## config.mk

```make
export PLATFORM = sky130hd
export DESIGN_NAME = bit_selection_sequencer
export DESIGN_NICKNAME = d
export VERILOG_FILES = /design/src/rtl/bit_selection_sequencer_pkg.sv /design/src/rtl/bit_selection_result_fifo.sv /design/src/rtl/bit_selection_sequencer.sv
export SDC_FILE = /design/constraint.sdc
export NUM_CORES = 1
export LEC_CHECK = 0
export BUFFER_PORTS_ARGS = -buffer_cell sky130_fd_sc_hd__buf_2
export CAP_MARGIN = 30
export CORE_MARGIN = 3
export CORE_UTILIZATION = 57
export CTS_CLUSTER_SIZE = 16
export DETAILED_ROUTE_END_ITERATION = 8
export GPL_TIMING_DRIVEN = 1
export PLACE_DENSITY = 0.85
export SLEW_MARGIN = 20
export SYNTH_ARGS = -nofsm -noshare
export SYNTH_HDL_FRONTEND = slang
export SYNTH_HIERARCHICAL = 1
export SYNTH_SLANG_ARGS = --single-unit
```

## constraint.sdc

```tcl
create_clock -name clk -period 5 [get_ports clk]
set_input_delay 0.25 -clock clk [delete_from_list [all_inputs] [get_ports clk]]
set_output_delay 0.25 -clock clk [all_outputs]
set_load 0.03 [all_outputs]
```

## src/rtl/bit_selection_sequencer_pkg.sv

```systemverilog
// Shared constants, FSM state type and helper functions for the bit-selection sequencer.
// The command encoding matches the downstream window selector's {shift_en, shift_m1} format.
package bit_selection_sequencer_pkg;

   localparam int DATA_W    = 16;
   localparam int CMD_W     = 4;
   localparam int OUT_W     = 8;
   localparam int MAX_SHIFT = 8;

   typedef enum logic [1:0] {
      ST_IDLE  = 2'd0,
      ST_ISSUE = 2'd1,
      ST_DRAIN = 2'd2
   } state_t;

   function automatic logic [CMD_W-1:0] encode_cmd(input logic [3:0] shift);
      logic [2:0] m1;
      m1 = 3'(shift - 4'd1);
      return (shift == 4'd0) ? '0 : {1'b1, m1};
   endfunction

   // Windows past MAX_SHIFT would read beyond the word, so the request is clipped.
   function automatic logic [3:0] eff_count(input logic [3:0] off, input logic [3:0] cnt);
      logic [3:0] room;
      if (off > 4'(MAX_SHIFT)) return 4'd0;
      room = 4'(MAX_SHIFT + 1) - off;
      return (cnt < room) ? cnt : room;
   endfunction

endpackage

```

## src/rtl/bit_selection_result_fifo.sv

```systemverilog
// Small circular result buffer carrying each selected window plus its last-of-request tag.
// A push into a full buffer is accepted when a pop happens in the same cycle.
module bit_selection_result_fifo #(
   parameter int DEPTH = 2,
   parameter int W     = 8
) (
   input  logic                       clk,
   input  logic                       rst,
   input  logic                       push_i,
   input  logic [W-1:0]               data_i,
   input  logic                       last_i,
   input  logic                       pop_i,
   output logic [W-1:0]               data_o,
   output logic                       last_o,
   output logic                       empty_o,
   output logic                       full_o,
   output logic [$clog2(DEPTH+1)-1:0] count_o
);
   localparam int PW = (DEPTH > 1) ? $clog2(DEPTH) : 1;
   localparam int CW = $clog2(DEPTH + 1);

   logic [W:0]    mem_q [DEPTH];
   logic [PW-1:0] wr_ptr_q;
   logic [PW-1:0] rd_ptr_q;
   logic [CW-1:0] cnt_q;
   logic          do_push;
   logic          do_pop;

   function automatic logic [PW-1:0] ptr_next(input logic [PW-1:0] p);
      return (p == PW'(DEPTH - 1)) ? '0 : p + PW'(1);
   endfunction

   assign empty_o          = (cnt_q == '0);
   assign full_o           = (cnt_q == CW'(DEPTH));
   assign do_pop           = pop_i && !empty_o;
   assign do_push          = push_i && (!full_o || do_pop);
   assign {last_o, data_o} = mem_q[rd_ptr_q];
   assign count_o          = cnt_q;

   always_ff @(posedge clk or posedge rst) begin
      if (rst) begin
         wr_ptr_q <= '0;
         rd_ptr_q <= '0;
         cnt_q    <= '0;
      end else begin
         if (do_push) wr_ptr_q <= ptr_next(wr_ptr_q);
         if (do_pop)  rd_ptr_q <= ptr_next(rd_ptr_q);
         cnt_q <= cnt_q + CW'(do_push) - CW'(do_pop);
      end
   end

   always_ff @(posedge clk) begin
      if (do_push) mem_q[wr_ptr_q] <= {last_i, data_i};
   end

endmodule

```

## src/rtl/bit_selection_sequencer.sv

```systemverilog
// Slices a 16-bit word into consecutive 8-bit windows by driving an external
// one-cycle-latency selector, buffering its results with a last-window tag.
module bit_selection_sequencer
   import bit_selection_sequencer_pkg::*;
#(
   parameter int DATA_WIDTH     = DATA_W,
   parameter int COMMAND_WIDTH  = CMD_W,
   parameter int OUT_DATA_WIDTH = OUT_W,
   parameter int FIFO_DEPTH     = 2
) (
   input  logic                      clk,
   input  logic                      rst,
   input  logic                      i_req_valid,
   output logic                      o_req_ready,
   input  logic [DATA_WIDTH-1:0]     i_req_data,
   input  logic [3:0]                i_req_offset,
   input  logic [3:0]                i_req_count,
   output logic                      o_sel_valid,
   output logic                      o_sel_en,
   output logic [DATA_WIDTH-1:0]     o_sel_data,
   output logic [COMMAND_WIDTH-1:0]  o_sel_cmd,
   input  logic                      i_sel_valid,
   input  logic [OUT_DATA_WIDTH-1:0] i_sel_data,
   output logic                      o_res_valid,
   input  logic                      i_res_ready,
   output logic [OUT_DATA_WIDTH-1:0] o_res_data,
   output logic                      o_res_last,
   output logic                      o_busy,
   output logic                      o_err_clip
);
   localparam int CW = $clog2(FIFO_DEPTH + 1);

   state_t                  state_q;
   logic [DATA_WIDTH-1:0]   data_q;
   logic [3:0]              shift_q;
   logic [3:0]              rem_q;
   logic [3:0]              out_q;
   logic                    tag_q;

   logic                    accept;
   logic                    issue;
   logic                    ret;
   logic                    pop;
   logic [3:0]              eff;
   logic [3:0]              credit;
   logic [CW-1:0]           fifo_cnt;
   logic                    fifo_empty;
   logic                    fifo_full;
   logic                    fifo_last;

   assign accept = (state_q == ST_IDLE) && i_req_valid;
   assign eff    = eff_count(i_req_offset, i_req_count);
   assign pop    = !fifo_empty && i_res_ready;
   assign ret    = i_sel_valid && (out_q != 4'd0);

   // A pop this cycle frees a slot before the next return lands, which keeps
   // the pipeline bubble-free while the consumer is ready.
   assign credit = out_q + 4'(fifo_cnt) - 4'(pop);
   assign issue  = (state_q == ST_ISSUE) && (rem_q != 4'd0) && (credit < 4'(FIFO_DEPTH));

   always_ff @(posedge clk or posedge rst) begin
      if (rst) begin
         state_q <= ST_IDLE;
         data_q  <= '0;
         shift_q <= '0;
         rem_q   <= '0;
         out_q   <= '0;
         tag_q   <= 1'b0;
      end else begin
         out_q <= out_q + 4'(issue) - 4'(ret);
         if (issue) begin
            tag_q   <= (rem_q == 4'd1);
            shift_q <= shift_q + 4'd1;
            rem_q   <= rem_q - 4'd1;
         end
         case (state_q)
            ST_IDLE: begin
               if (accept) begin
                  data_q  <= i_req_data;
                  shift_q <= i_req_offset;
                  rem_q   <= eff;
                  if (eff != 4'd0) state_q <= ST_ISSUE;
               end
            end
            ST_ISSUE: begin
               if (issue && (rem_q == 4'd1)) state_q <= ST_DRAIN;
            end
            ST_DRAIN: begin
               if (fifo_empty && (out_q == 4'd0)) state_q <= ST_IDLE;
            end
            default: state_q <= ST_IDLE;
         endcase
      end
   end

   bit_selection_result_fifo #(
      .DEPTH (FIFO_DEPTH),
      .W     (OUT_DATA_WIDTH)
   ) u_fifo (
      .clk     (clk),
      .rst     (rst),
      .push_i  (ret),
      .data_i  (i_sel_data),
      .last_i  (tag_q),
      .pop_i   (pop),
      .data_o  (o_res_data),
      .last_o  (fifo_last),
      .empty_o (fifo_empty),
      .full_o  (fifo_full),
      .count_o (fifo_cnt)
   );

   assign o_req_ready = (state_q == ST_IDLE);
   assign o_sel_valid = issue;
   assign o_sel_en    = issue;
   assign o_sel_cmd   = issue ? COMMAND_WIDTH'(encode_cmd(shift_q)) : '0;
   assign o_sel_data  = data_q;
   assign o_res_valid = !fifo_empty;
   assign o_res_last  = !fifo_empty && fifo_last;
   assign o_busy      = (state_q != ST_IDLE) || !fifo_empty;
   assign o_err_clip  = accept && (eff < i_req_count) && !fifo_full;

endmodule

```

==> Word-level counts from Yosys, hierarchy flattened <==
Memory sizes are Yosys's and may differ from the RTL's.
Cells that the tools add are included.
{ "totals": {"ff_bits": 35, "mem_bits_rw": 18, "input_bits": 37, "out_inout_bits": 35, "wordCells": 81, "memories": 1} }
{ "memory_table": {"columns": ["name", "words", "width", "read_ports", "rd_ports_with_merged_regs", "wr", "line_no", "text"], "rows": [
  ["u_fifo.mem_q", 2, 9, 1, 0, 1, "bit_selection_result_fifo.sv:22", "logic [W:0] mem_q [DEPTH];"]
]} }
{ "op_classes": {"n_addsub": 12, "n_lt_le_gt_ge": 4, "eq_ne": 8, "muxes": 21, "reduce_logical": 26} }
{ "ops": {"columns": ["op", "n"], "rows": [
  ["4-bit two-way mux", 11],
  ["1-bit logical AND", 12],
  ["4-bit nonzero test", 3],
  ["4-bit zero test", 2],
  ["4-bit < comparator", 2],
  ["2-bit two-way mux", 4],
  ["4-bit by 1-bit subtractor with 4-bit output", 2],
  ["2-bit by 1-bit != test with 1-bit output, second input constant", 3],
  ["2-bit case mux with 3 select lines", 1],
  ["1-bit two-way mux", 5],
  ["4-bit by 1-bit adder with 4-bit output", 1],
  ["4-bit by 1-bit adder with 4-bit output, second input constant", 1],
  ["4-bit by 2-bit adder with 4-bit output", 1],
  ["2-bit equality test, second input constant", 2],
  ["4-bit by 1-bit equality test with 1-bit output, second input constant", 1],
  ["4-bit > comparator, second input constant", 1],
  ["2-bit zero test", 2],
  ["4-bit by 2-bit < comparator with 1-bit output, second input constant", 1],
  ["4-bit AND reduction", 1],
  ["4-bit by 1-bit subtractor with 4-bit output, second input constant", 1],
  ["4-bit subtractor, first input constant", 1],
  ["3-bit by 1-bit subtractor with 3-bit output, second input constant", 1],
  ["1-bit adder, second input constant", 2],
  ["2-bit by 1-bit adder with 2-bit output", 1],
  ["other kinds (7)", 9]
]} }

==> Longest topological paths before layout <==
{ "logic_depth": {"word_depth": 9, "mapped_depth": 14, "ltp_nobuf": 13} }

==> Modules after synthesis <==
The synthesis kept the hierarchy.
{ "modules_own_cells": {"columns": ["mod", "n_inst", "cells_per_inst", "area_per_inst_um2", "seq_area_each_um2"], "rows": [
  ["bit_selection_sequencer", 1, 232, 2014.4, 775.7],
  ["bit_selection_result_fifo", 1, 50, 892.1, 640.6]
]} }

==> Least setup slack after synthesis <==
Ideal clock, no wire load.
{ "synth_path": {"path_kind": "flip-flop to output port", "start": "register u_fifo.cnt_q[0] (netlist: u_fifo/count_o[0])", "end": "output port o_sel_cmd[1]", "t_arrival_ps": 3136, "required_ps": 4750, "setup_slack_ps": 1614, "stages_incl_launch_ff": 12, "path_buffers": 1, "cell_sequence": "dfrtp_1 -> nor2_1 -> nor2b_1 -> ha_1 -> nand2b_1 -> fa_1 -> and3b_1 -> o311a_2 -> nand3_2 -> buf_6 -> nor2_1 -> o21a_1"} }
{ "synth_via": {"elab_chain_len": 7, "word_cells_on_any_way": 8, "cone_classes": "add/sub: 2; order compare: 1; mux: 1; reduce/logical: 4"} }
{ "synth_rtl": {"columns": ["item", "line_no", "text"], "rows": [
  ["start: declaration", "bit_selection_result_fifo.sv:25", "logic [CW-1:0] cnt_q;"],
  ["start signal: assignment", "bit_selection_result_fifo.sv:48", "cnt_q <= cnt_q + CW'(do_push) - CW'(do_pop);"],
  ["2-bit zero test", "bit_selection_result_fifo.sv:33", "assign empty_o = (cnt_q == '0);"],
  ["net fifo_empty", "bit_selection_sequencer.sv:47", "logic fifo_empty;"],
  ["1-bit zero test", "bit_selection_sequencer.sv:53", "assign pop = !fifo_empty && i_res_ready;"],
  ["1-bit logical AND", "bit_selection_sequencer.sv:53", null],
  ["net pop", "bit_selection_sequencer.sv:43", "logic pop;"],
  ["4-bit by 1-bit subtractor with 4-bit output", "bit_selection_sequencer.sv:58", "assign credit = out_q + 4'(fifo_cnt) - 4'(pop);"],
  ["4-bit by 2-bit < comparator with 1-bit output", "bit_selection_sequencer.sv:59", "assign issue = (state_q == ST_ISSUE) && (rem_q != 4'd0) && (credit < 4'(FIFO_DEPTH));"],
  ["1-bit logical AND", "bit_selection_sequencer.sv:59", null],
  ["4-bit two-way mux", "bit_selection_sequencer.sv:116", "assign o_sel_cmd = issue ? COMMAND_WIDTH'(encode_cmd(shift_q)) : '0;"],
  ["end: declaration", "bit_selection_sequencer.sv:21", "output logic [COMMAND_WIDTH-1:0] o_sel_cmd,"]
]} }
The timed path passes the listed nets, and every way through them passes these cells.

==> Worst setup path in the final report <==
Same ends and word-level chain as after synthesis.

==> metrics.md <==
| Metric | Value |
|---|---|
| Distinct cell type count after synthesis | `55` |
| Crit. End Element | `primary output` |
| Max-Slew Margin vs Limit | `44.11%` |
| Hold/Removal Path Class | `in -> reg` |
| Req. time, crit path | `approximately 4.8 ns` |
| Leakage | `~1.7 nW` |
| Max-cap violations | `0` |
| DP Area | `about 0.0033 sq mm` |
| Setup CP Type | `reg -> out` |
| Power per cell area | `699.6 mW/mm^2` |
| Worst VDD drop | `0.0005108 V` |
| Clock transition at path regs | `~0.090 ns` |
| Final WL | `roughly 5.9 mm` |
| Critical path origin | `u_fifo/count_o[0]` |
| # setup viols final | `0` |
| Max Freq | `approximately 0.28 GHz` |
| Top Ports | `a little over 70` |
| R2r setup slk | `about 1.6 ns` |
| Hold path depth | `3` |
| Ys async rst share | `66.04%` |
| Worst Tran Pin Value | `approximately 0.84 ns` |
| Post-route cell area | `0.003411 sq mm` |
| Synth top area cells | `dfrtp_1 (30%), edfxtp_1 (19%), ha_1 (10%)` |
| Layout cells sized above 1 | `between 20% and 30%` |
| Seq/Total Area, Yosys | `roughly 50%` |
| Hold buffers post-CTS | `1` |
| Filler cell count | `364` |
| Predominant post-synthesis flop cell | `dfrtp_1` |
| Mean Syn Cell Area | `between 10 and 15 sq um` |
| FF-to-FF path depth | `12` |
| Antenna-violating nets left | `0` |
| Critical-path maximum fanout | `11` |
| Clock Sinks | `between 50 and 60` |
| ANT cells | `0` |
| Final Hold Vio Count | `0` |
| Setup TNS | `0 ns` |
| FF-to-FF Start | `u_fifo/count_o[0]` |
| Num CTS Buffers | `5` |
| Residual DRC | `0` |
| Largest net degree at the start of global routing | `32` |
| Final min period | `~3.6 ns` |
| DR WL/cell | `between 10 and 15 um` |
| Count leader, synth | `nand2_1` |
| Initial Util | `60.34%` |
| Via density | `roughly 5.3` |
| Status | `finished clean` |
| R2R Path End | `out_q[2]` |
| Post-synthesis sequential element count | `53` |
| Max-slew violations | `0` |
| Leading area contributor after synthesis | `dfrtp_1` |
| DP HPWL | `about 4.5 mm` |
| End point of the critical path | `o_sel_cmd[1]` |
| Synth Warn # | `6` |
| Arr. time, crit path | `~3.4 ns` |
| Initial antenna violation count | `0` |
| Die W | `roughly 77 um` |
| H-tree depth | `2` |
| RSZ-0062 raised after global routing | `false` |
| Die height | `slightly below 80 um` |
| CTS tree | `built` |
| Clk_skew | `roughly 0.0049 ns` |
| Gr usage total | `~20%` |
| Via Count | `2,244` |
| Crit share post-route | `72.47%` |
| Core Region | `approximately 0.0048 sq mm` |
| Post-synth top cells | `nand2_1 (61), dfrtp_1 (35), inv_1 (30)` |
| Vias in the first global route | `~2,200` |
| Number of synthesized flops with an enable pin | `18` |
| Yosys top cell area share | `30.13%` |
| GR Overflow Total | `0` |
| Post-CTS Setup Bufs | `0` |
| Startpoint types | `flip-flop` |
| First-pass DRT Iterations | `5` |
| Syn_nets | `between 300 and 400` |
| Full die area | `0.005992 sq mm` |
| Cells after synthesis | `between 200 and 300` |
| Root Buffer | `clkbuf_8` |
| Post_cts resized | `0` |
| Synth Cell Area | `approximately 0.0029 sq mm` |
| Tot Pwr | `~2.4 mW` |
| DR iter-0 viols | `between 80 and 90` |
| Std cell rows | `25` |
| First-pass GRT wire length | `~9.8 mm` |
| Port bufs | `71` |
| Worst-Skew Late Latency | `~0.31 ns` |
| Layout Nets | `about 420` |
| GPL Wtd Cong | `0.8694` |
| Maximum buffer depth of the clock tree | `2` |
| Area Growth Syn to Fin | `17.35%` |
## sequential cells by signal, indices dropped and copies added (netlist names)
name	flops
u_fifo/wr_ptr_q	1
rem_q	4
state_q	2
u_fifo/mem_q	18
tag_q	1
out_q	4
o_sel_data	16
u_fifo/count_o	2
shift_q	4
u_fifo/rd_ptr_q	1
## cells by family after synthesis
logic type | share of synthesized area [%]
and+or+nand+nor | 17.61
DFF | 48.73
buffers and inverters | 5.467
AOI/OAI and AO/OA | 9.170
adders and majority gates | 11.71
muxes | 4.606
xor gates and xnor gates | 2.712
## how the worst min path moves through the flow
stage,startpoint,endpoint
after floorplan,rst,u_fifo/count_o[0]
after global placement,rst,u_fifo/rd_ptr_q
after detailed placement,rst,u_fifo/count_o[0]
after CTS,i_req_data[3],o_sel_data[3]
after global routing,i_sel_data[7],u_fifo/mem_q[0][7]
final,i_req_data[15],o_sel_data[15]
## critical path, cell delays in order, from the launching register on
cell	delay, ns
dfrtp_1	0.51
nor2_1	0.14
nor2b_1	0.36
ha_1	0.31
nand2b_1	0.16
fa_1	0.49
and3b_1	0.20
o311a_2	0.20
nand3_2	0.19
nor2_1	0.19
o21a_1	0.13
buf_2	0.19
## stage by stage
step	worst slack (ns)	hold slack (ns)	instances	util, %
after floorplan	1.614	0.01608	282	-
after global placement	1.753	0.1534	413	68.73
after detailed placement	1.583	0.1607	413	68.73
after CTS	1.368	0.1138	422	70.81
after global routing	1.203	0.1128	422	70.81
final	1.377	0.1241	422	70.81
## layout make-up
class	count	area, sq um	area share, %
Sequential cell	53	1416	41.53
Clock buffer	5	68.82	2.018
Tap cell	67	83.83	2.458
Clock inverter	3	21.27	0.6236
Multi-Input combinational cell	190	1331	39.03
Timing Repair Buffer	73	372.9	10.93
Inverter	31	116.4	3.412
## placed cells by master, fill, tap and decap left out, types with 2 or more instances in the layout
cell type	instances
nand2b_1	7
nor3_1	4
and3b_1	2
fa_1	2
a21bo_2	2
buf_2	71
o21ai_0	3
edfxtp_1	18
clkbuf_8	5
or3_1	2
o211ai_1	3
inv_1	30
xor2_1	5
a31oi_1	3
a21oi_1	7
nor2_1	10
mux2_2	8
nand2_1	61
nand3_1	3
ha_1	24
mux2_1	3
dfrtp_1	35
nor2b_1	4
xnor2_1	4
o21a_1	3
and2_1	3
and3_1	2
## routing by layer
metal | routed length, um | vias to the layer above | GRT usage (%)
li1 | - | 1097 | -
met3 | 333 | 14 | 5.684
met1 | 2563 | 1065 | 25.47
met5 | 0 | - | 0
met4 | 117 | 0 | 7.829
met2 | 2887 | 68 | 33.85
## where the power goes
part | internal [mW] | total, mW | switching (mW)
clock | 0.0996 | 0.242 | 0.142
sequential | 0.638 | 0.758 | 0.121
combinational | 0.513 | 1.39 | 0.873
(Power assumes the default switching activity.)
